### config.mk
export PLATFORM = sky130hd
export DESIGN_NAME = cg_iteration_sequencer
export DESIGN_NICKNAME = d
export VERILOG_FILES = /design/src/rtl/cg_pkg.sv /design/src/rtl/cg_addr_gen.sv /design/src/rtl/cg_iteration_sequencer.sv
export SDC_FILE = /design/constraint.sdc
export NUM_CORES = 1
export LEC_CHECK = 0
export CAP_MARGIN = 10
export CORE_ASPECT_RATIO = 0.6
export CORE_MARGIN = 2
export CORE_UTILIZATION = 45
export DETAILED_ROUTE_END_ITERATION = 8
export DONT_BUFFER_PORTS = 1
export PLACE_DENSITY = 0.6
export SYNTH_ARGS = -nofsm -noshare
export SYNTH_HDL_FRONTEND = slang
export SYNTH_SLANG_ARGS = --single-unit
### constraint.sdc
create_clock -name clk -period 2.85 [get_ports clk]
set_clock_uncertainty 0.15 [all_clocks]
set_input_delay 0.57 -clock clk [delete_from_list [all_inputs] [get_ports clk]]
set_output_delay 0.57 -clock clk [all_outputs]
set_load 0.01 [all_outputs]
### src/rtl/cg_pkg.sv
// Shared definitions for the conjugate-gradient iteration sequencer.
package cg_pkg;

  // Sequencer state encoding.
  typedef enum logic [2:0] {
    StIdle   = 3'd0,
    StInit   = 3'd1,
    StRsold  = 3'd2,
    StMatvec = 3'd3,
    StXr     = 3'd4,
    StPupd   = 3'd5,
    StCheck  = 3'd6,
    StDone   = 3'd7
  } cg_state_e;

  // fp32 convergence threshold applied to r.r.
  localparam logic [31:0] CG_TOL_DEFAULT = 32'h283424DC;

  // Number of cycles the Alu and both stages are held in reset before each iteration.
  localparam int unsigned CG_INIT_CYCLES = 2;

  // Memory words needed to hold one vector of num_eq elements.
  function automatic int unsigned cg_words(input int unsigned num_eq,
                                           input int unsigned units);
    return (num_eq + units - 1) / units;
  endfunction

endpackage

### src/rtl/cg_addr_gen.sv
// Word-address streamer: after a start pulse, emits WORDS consecutive addresses
// 0..WORDS-1 with rd_en high, then drops rd_en and returns to address 0.
module cg_addr_gen #(
  parameter int unsigned WORDS  = 2,
  parameter int unsigned ADDR_W = 16
) (
  input  logic              clk,
  input  logic              reset,
  input  logic              start,
  input  logic              clear,
  output logic              rd_en,
  output logic [ADDR_W-1:0] rd_addr,
  output logic              wrap
);

  localparam logic [ADDR_W-1:0] LAST_ADDR = ADDR_W'(WORDS - 1);

  logic              active_q;
  logic [ADDR_W-1:0] addr_q;

  // Address counter: runs once per start, clear aborts a partial stream.
  always_ff @(posedge clk) begin
    if (reset || clear) begin
      active_q <= 1'b0;
      addr_q   <= '0;
    end else if (start) begin
      active_q <= 1'b1;
      addr_q   <= '0;
    end else if (active_q) begin
      if (addr_q == LAST_ADDR) begin
        active_q <= 1'b0;
        addr_q   <= '0;
      end else begin
        addr_q <= addr_q + 1'b1;
      end
    end
  end

  // Strobe and address follow the counter; wrap marks the final word.
  always_comb begin
    rd_en   = active_q;
    rd_addr = addr_q;
    wrap    = active_q && (addr_q == LAST_ADDR);
  end

endmodule

### src/rtl/cg_iteration_sequencer.sv
// Iteration sequencer for the conjugate-gradient Alu: drives stage resets, streams
// vector-memory reads, tracks Alu handshakes and decides convergence or timeout.
module cg_iteration_sequencer
  import cg_pkg::*;
#(
  parameter int unsigned NUM_EQ      = 10,
  parameter int unsigned NO_OF_UNITS = 8,
  parameter int unsigned MAX_ITER    = 64,
  parameter int unsigned WDOG_CYCLES = 4096,
  parameter int unsigned ADDR_W      = 16,
  parameter logic [31:0] TOL         = CG_TOL_DEFAULT
) (
  input  logic              clk,
  input  logic              reset,
  input  logic              go_i,
  input  logic              vxv1_finish_i,
  input  logic              mxv1_finish_i,
  input  logic              xr_done_i,
  input  logic              p_we_i,
  input  logic              rsnew_valid_i,
  input  logic [31:0]       rsnew_i,
  output logic              alu_reset_o,
  output logic              reset_vxv1_o,
  output logic              reset_mxv1_o,
  output logic              rd_en_o,
  output logic [ADDR_W-1:0] rd_addr_o,
  output logic              bank_sel_o,
  output logic [15:0]       iter_o,
  output logic              busy_o,
  output logic              done_o,
  output logic              converged_o,
  output logic              timeout_o
);

  localparam int unsigned WORDS  = cg_words(NUM_EQ, NO_OF_UNITS);
  localparam int unsigned CNT_W  = $clog2(WORDS + 1);
  localparam int unsigned WDOG_W = $clog2(WDOG_CYCLES + 1);
  localparam int unsigned INIT_W = $clog2(CG_INIT_CYCLES + 1);

  cg_state_e         state_q, state_d;
  logic [INIT_W-1:0] init_cnt_q, init_cnt_d;
  logic [15:0]       iter_q, iter_d;
  logic              bank_q, bank_d;
  logic              conv_q, conv_d;
  logic              tout_q, tout_d;
  logic [WDOG_W-1:0] wdog_q, wdog_d;
  logic [CNT_W-1:0]  pwe_cnt_q, pwe_cnt_d;
  logic [31:0]       rsnew_q, rsnew_d;
  logic              rs_seen_q, rs_seen_d;

  logic              wait_state;
  logic              rs_conv;
  logic              ag_start;
  logic              ag_clear;
  logic              ag_rd_en;
  logic [ADDR_W-1:0] ag_rd_addr;
  logic              ag_wrap;
  logic              unused_sig;

  cg_addr_gen #(
    .WORDS  (WORDS),
    .ADDR_W (ADDR_W)
  ) u_addr_gen (
    .clk     (clk),
    .reset   (reset),
    .start   (ag_start),
    .clear   (ag_clear),
    .rd_en   (ag_rd_en),
    .rd_addr (ag_rd_addr),
    .wrap    (ag_wrap)
  );

  // r.r is non-negative, so the sign bit carries no information.
  assign rs_conv    = rsnew_q[30:0] < TOL[30:0];
  assign unused_sig = ^{ag_wrap, rsnew_q[31]};

  // State and datapath registers.
  always_ff @(posedge clk) begin
    if (reset) begin
      state_q    <= StIdle;
      init_cnt_q <= '0;
      iter_q     <= '0;
      bank_q     <= 1'b0;
      conv_q     <= 1'b0;
      tout_q     <= 1'b0;
      wdog_q     <= '0;
      pwe_cnt_q  <= '0;
      rsnew_q    <= '0;
      rs_seen_q  <= 1'b0;
    end else begin
      state_q    <= state_d;
      init_cnt_q <= init_cnt_d;
      iter_q     <= iter_d;
      bank_q     <= bank_d;
      conv_q     <= conv_d;
      tout_q     <= tout_d;
      wdog_q     <= wdog_d;
      pwe_cnt_q  <= pwe_cnt_d;
      rsnew_q    <= rsnew_d;
      rs_seen_q  <= rs_seen_d;
    end
  end

  // Next-state: handshake sequencing, rsnew/p_we bookkeeping, iteration decision, watchdog.
  always_comb begin
    state_d    = state_q;
    init_cnt_d = init_cnt_q;
    iter_d     = iter_q;
    bank_d     = bank_q;
    conv_d     = conv_q;
    tout_d     = tout_q;
    pwe_cnt_d  = pwe_cnt_q;
    rsnew_d    = rsnew_q;
    rs_seen_d  = rs_seen_q;
    ag_start   = 1'b0;
    wait_state = state_q inside {StRsold, StMatvec, StXr, StPupd};

    // rsnew may arrive anywhere in the Alu phases; the latest value wins.
    if (wait_state && rsnew_valid_i) begin
      rsnew_d   = rsnew_i;
      rs_seen_d = 1'b1;
    end
    // Saturating count, so surplus p writes cannot disturb the exit test.
    if ((state_q == StPupd) && p_we_i && (pwe_cnt_q != CNT_W'(WORDS))) begin
      pwe_cnt_d = pwe_cnt_q + 1'b1;
    end

    unique case (state_q)
      StIdle, StDone: begin
        if (go_i) begin
          state_d    = StInit;
          init_cnt_d = '0;
          iter_d     = '0;
          bank_d     = 1'b0;
          conv_d     = 1'b0;
          tout_d     = 1'b0;
          pwe_cnt_d  = '0;
          rs_seen_d  = 1'b0;
        end
      end
      StInit: begin
        if (init_cnt_q == INIT_W'(CG_INIT_CYCLES - 1)) begin
          state_d    = StRsold;
          init_cnt_d = '0;
          ag_start   = 1'b1;
        end else begin
          init_cnt_d = init_cnt_q + 1'b1;
        end
      end
      StRsold: begin
        if (vxv1_finish_i) state_d = StMatvec;
      end
      StMatvec: begin
        if (mxv1_finish_i) state_d = StXr;
      end
      StXr: begin
        if (xr_done_i) state_d = StPupd;
      end
      StPupd: begin
        if ((pwe_cnt_d == CNT_W'(WORDS)) && rs_seen_d) state_d = StCheck;
      end
      StCheck: begin
        iter_d = iter_q + 16'd1;
        if (rs_conv) begin
          state_d = StDone;
          conv_d  = 1'b1;
        end else if (iter_q == 16'(MAX_ITER - 1)) begin
          state_d = StDone;
          tout_d  = 1'b1;
        end else begin
          state_d    = StInit;
          bank_d     = ~bank_q;
          init_cnt_d = '0;
          pwe_cnt_d  = '0;
          rs_seen_d  = 1'b0;
        end
      end
      default: state_d = StIdle;
    endcase

    // Watchdog only fires if the wait state would otherwise persist.
    if (wait_state && (state_d == state_q) && (wdog_q == WDOG_W'(WDOG_CYCLES - 1))) begin
      state_d = StDone;
      tout_d  = 1'b1;
      conv_d  = 1'b0;
    end
    wdog_d = (!wait_state || (state_d != state_q)) ? '0 : wdog_q + 1'b1;
  end

  // Abort an unfinished read stream when RSOLD is left early.
  assign ag_clear = (state_q == StRsold) && (state_d != StRsold);

  // Moore outputs decoded from the current state.
  always_comb begin
    alu_reset_o  = 1'b0;
    reset_vxv1_o = 1'b1;
    reset_mxv1_o = 1'b1;
    busy_o       = 1'b1;
    done_o       = 1'b0;
    case (state_q)
      StIdle: begin
        alu_reset_o = 1'b1;
        busy_o      = 1'b0;
      end
      StInit:  alu_reset_o = 1'b1;
      StRsold: reset_vxv1_o = 1'b0;
      StMatvec, StXr, StPupd, StCheck: begin
        reset_vxv1_o = 1'b0;
        reset_mxv1_o = 1'b0;
      end
      StDone: begin
        busy_o = 1'b0;
        done_o = 1'b1;
      end
      default: begin
        alu_reset_o = 1'b1;
        busy_o      = 1'b0;
      end
    endcase
    rd_en_o     = ag_rd_en;
    rd_addr_o   = ag_rd_addr;
    bank_sel_o  = bank_q;
    iter_o      = iter_q;
    converged_o = conv_q;
    timeout_o   = tout_q;
  end

endmodule

==> out/metrics.cfg <==
[status]
status=completed

[pwr]
ir_drop_uv=335
p_leak_nw=1.48
p_per_area_nw_per_um2=658

[placement]
dp_hpwl_um=6960
port_buffers=0
gp_congestion=0.813
dpl_cell_area_um2=4250

[clock_tree]
cts_made_buffers=9
insertion_delay_ps=340
cts_sinks=86
ctsHtreeMaxLevel=3
clkSlewWorstSetupHoldPaths_ps=60
post_cts_buffers=0
clockRootBuffer=clkbuf_16
clk_path_buf_depth=2
cts_tree=yes

[final_layout]
fillCellCount=880
area_delta_synth_final_pct=9.24
regArea_um2=1720
drive_above_1_share_pct=9.39
antenna-diode-count=0
nets=563
final_area_um2=4530
multi_input_area_um2=2280

[timing]
hold_viol_final=0
fin_tns_setup_ps=0
slew_viol_final=0
max_freq_mhz=389
fin_crit_sh_pct=90.2
maxSlewHeadroom_pct=46.5
setup_violations=0
tightestPinTransition_ps=790
rsz0062_at_grt=no
period_needed_ps=2570

[global_route]
grt_pass1_vias=3367
grt_overflow_total=0
grt_max_degree=57
grt_usage_pct=20.6
grt_pass1_wl_um=16500
antenna_found_initial=0

[setup_path]
reg2regPathDepth=9
slowest_stage=a32oi_2
slowest_delay_ps=420
end_kind=flop
worstSetupStartpoint=pwe_cnt_q[0]$_SDFF_PP0_
critPathKind=flop to flop
cp_num_buf_inv=1
cp.arrival_ps=2700
critPathLaunchType=flop
cp_cell_sequence=inv_1 > ha_1 > nand4b_1 > nor3_1 > o22ai_1 > a32oi_2 > mux2i_1 > nand2_1 > nor2_1
required_ps=2980
crit_path_max_fanout=6
crit_family=simple AND/OR/NAND/NOR gates
r2r_end=wdog_q[5]$_SDFF_PP0_
r2r_slack_ps=280
rr_startpoint=pwe_cnt_q[0]$_SDFF_PP0_

[detailed_routing]
detail-route-antenna-nets=0
drc=0
viasPerCell=5.67
drt_iter0_drc=228
post_drt_wl_per_cell_um=15.3
vias=3619
routed_wl_um=9790
first_pass_iters=5

[yosys]
synth_cells=523
synth.distinct_cells=61
synth_top_area_cell=dfxtp_1
synth_flop_cell=dfxtp_1
synthTopCellsByArea=dfxtp_1 42%, nand2_1 7.7%, a21oi_1 7.0%
avgSynthCellArea_um2=7.92
ys_ff_latch=86
yosysMostFrequentCell=dfxtp_1
async_flop_share_pct=0
ys.warnings.count=0
synth_area_um2=4140
synth_nets=568
synth_enable_flop_cells=0
yosysSeqAreaShare_pct=41.5
synthTopCellsByCount=86 x dfxtp_1, 85 x nand2_1, 60 x nor2_1
yosysTopAreaCellShare_pct=41.5

[floorplan]
dieArea_um2=10000
die_w_um=128
rows=27
start_util_pct=45.8
core_um2=9050
io_pins=81
die_y_um=78.3

[hold_path]
hold_depth=1
min_path_type=input port to flop
hold_path_end=state_q[1]$_SDFF_PP0_
worstHoldStart=reset

[run]
drv_cap=0

[flip-flops by register name (all words and copies together), names as in the netlist]
name	flops
init_cnt_q	2
u_addr_gen.rd_en	1
converged_o	1
wdog_q	13
u_addr_gen.rd_addr	16
iter_o	16
pwe_cnt_q	2
rsnew_q	29
state_q	3
timeout_o	1
bank_sel_o	1
rs_seen_q	1
[per-layer routing]
metal	vias up	wire (um)	part of all wire (%)	track usage (%)
li1	1831	-	-	-
met1	1677	4940	50	29.0
met2	101	4080	42	30.2
met3	10	678	6.9	6.88
met4	0	98	1.0	5.38
met5	-	0	0	0
[repair_timing]
| item | CTS | global route |
|---|---|---|
| gates resized for setup | 0 | 1 |
| hold buffers | 0 | 0 |
| endpoints found under the setup margin | 0 | 6 |
[cell type report]
cell class	instances	share of cell area, %
inverters	8	0.663
clock inverters	5	0.774
repair buffers	10	1.66
well taps	116	3.21
flip-flops and latches	86	38.1
clock buffers	10	5.28
multi-input cells	403	50.4
[stage by stage]
step	total power [mW]	hold WS [ps]	setup WS [ps]	util, %	cells
after floorplan	1.79	269	605	-	523
after global placement	1.90	274	332	47.0	623
after detailed placement	1.91	282	254	47.0	623
after CTS	3.01	134	239	50.0	638
after global routing	3.14	132	34.5	50.0	638
final	2.98	145	278	50.0	638
[cell usage in the layout (no fill, tap or decap), types with 3 or more instances in the layout]
master	instances
or3_1	4
buf_4	10
o21a_1	5
ha_1	5
or2_2	3
inv_1	8
o22ai_1	5
nor2_1	60
dfxtp_1	85
clkbuf_16	9
nor4_1	10
a311oi_1	8
nor3_1	7
nor3b_1	8
and3_1	11
o21ai_0	18
nand3_1	28
xnor2_1	7
xor2_1	8
and2_1	4
nand2_1	85
a21oi_1	58
o211ai_1	3
a31oi_1	6
nand4_1	6
mux2_2	4
nand2b_1	12
[worst reg2reg max path, delay by kind of cell (launching register included)]
kind            cells  cell delay (ps)
simple gates        4              820
compound gates      2              550
mux                 1              360
flops               1              330
fa+ha+maj           1              230
buf+inv             1               80
[worst max path at each step]
| stage | depth (start not counted) | slack, ps | end |
|---|---|---|---|
| after floorplan | 8 | 610 | u_addr_gen.rd_addr[11]$_SDFFE_PP0P_ |
| after global placement | 7 | 330 | wdog_q[7]$_SDFF_PP0_ |
| after detailed placement | 7 | 250 | wdog_q[5]$_SDFF_PP0_ |
| after CTS | 7 | 240 | wdog_q[5]$_SDFF_PP0_ |
| after global routing | 9 | 30 | u_addr_gen.rd_addr[5]$_SDFFE_PP0P_ |
| final | 9 | 280 | wdog_q[5]$_SDFF_PP0_ |
[cell families (layout without fill, tap and decap cells)]
group                    Yosys count  count (layout)  synth area share [%]
AO/OA/AOI/OAI                    119             119                  18.1
XOR/XNOR                          15              15                  3.17
adder cells (fa/ha/maj)            5               5                  1.51
buffers and inverters             34              33                  3.50
flip-flops                        86              86                  41.5
multiplexers                       5               5                  1.33
AND/OR/NAND/NOR                  259             259                  30.9
[power breakdown]
part | internal [mW] | switching (mW) | leakage [nW] | total (mW)
Combinational | 0.203 | 0.338 | 0.650 | 0.541
Clock | 0.611 | 0.481 | 0.135 | 1.09
Sequential | 1.27 | 0.0766 | 0.695 | 1.35
Total | 2.08 | 0.896 | 1.48 | 2.98
(Power assumes the default switching activity.)
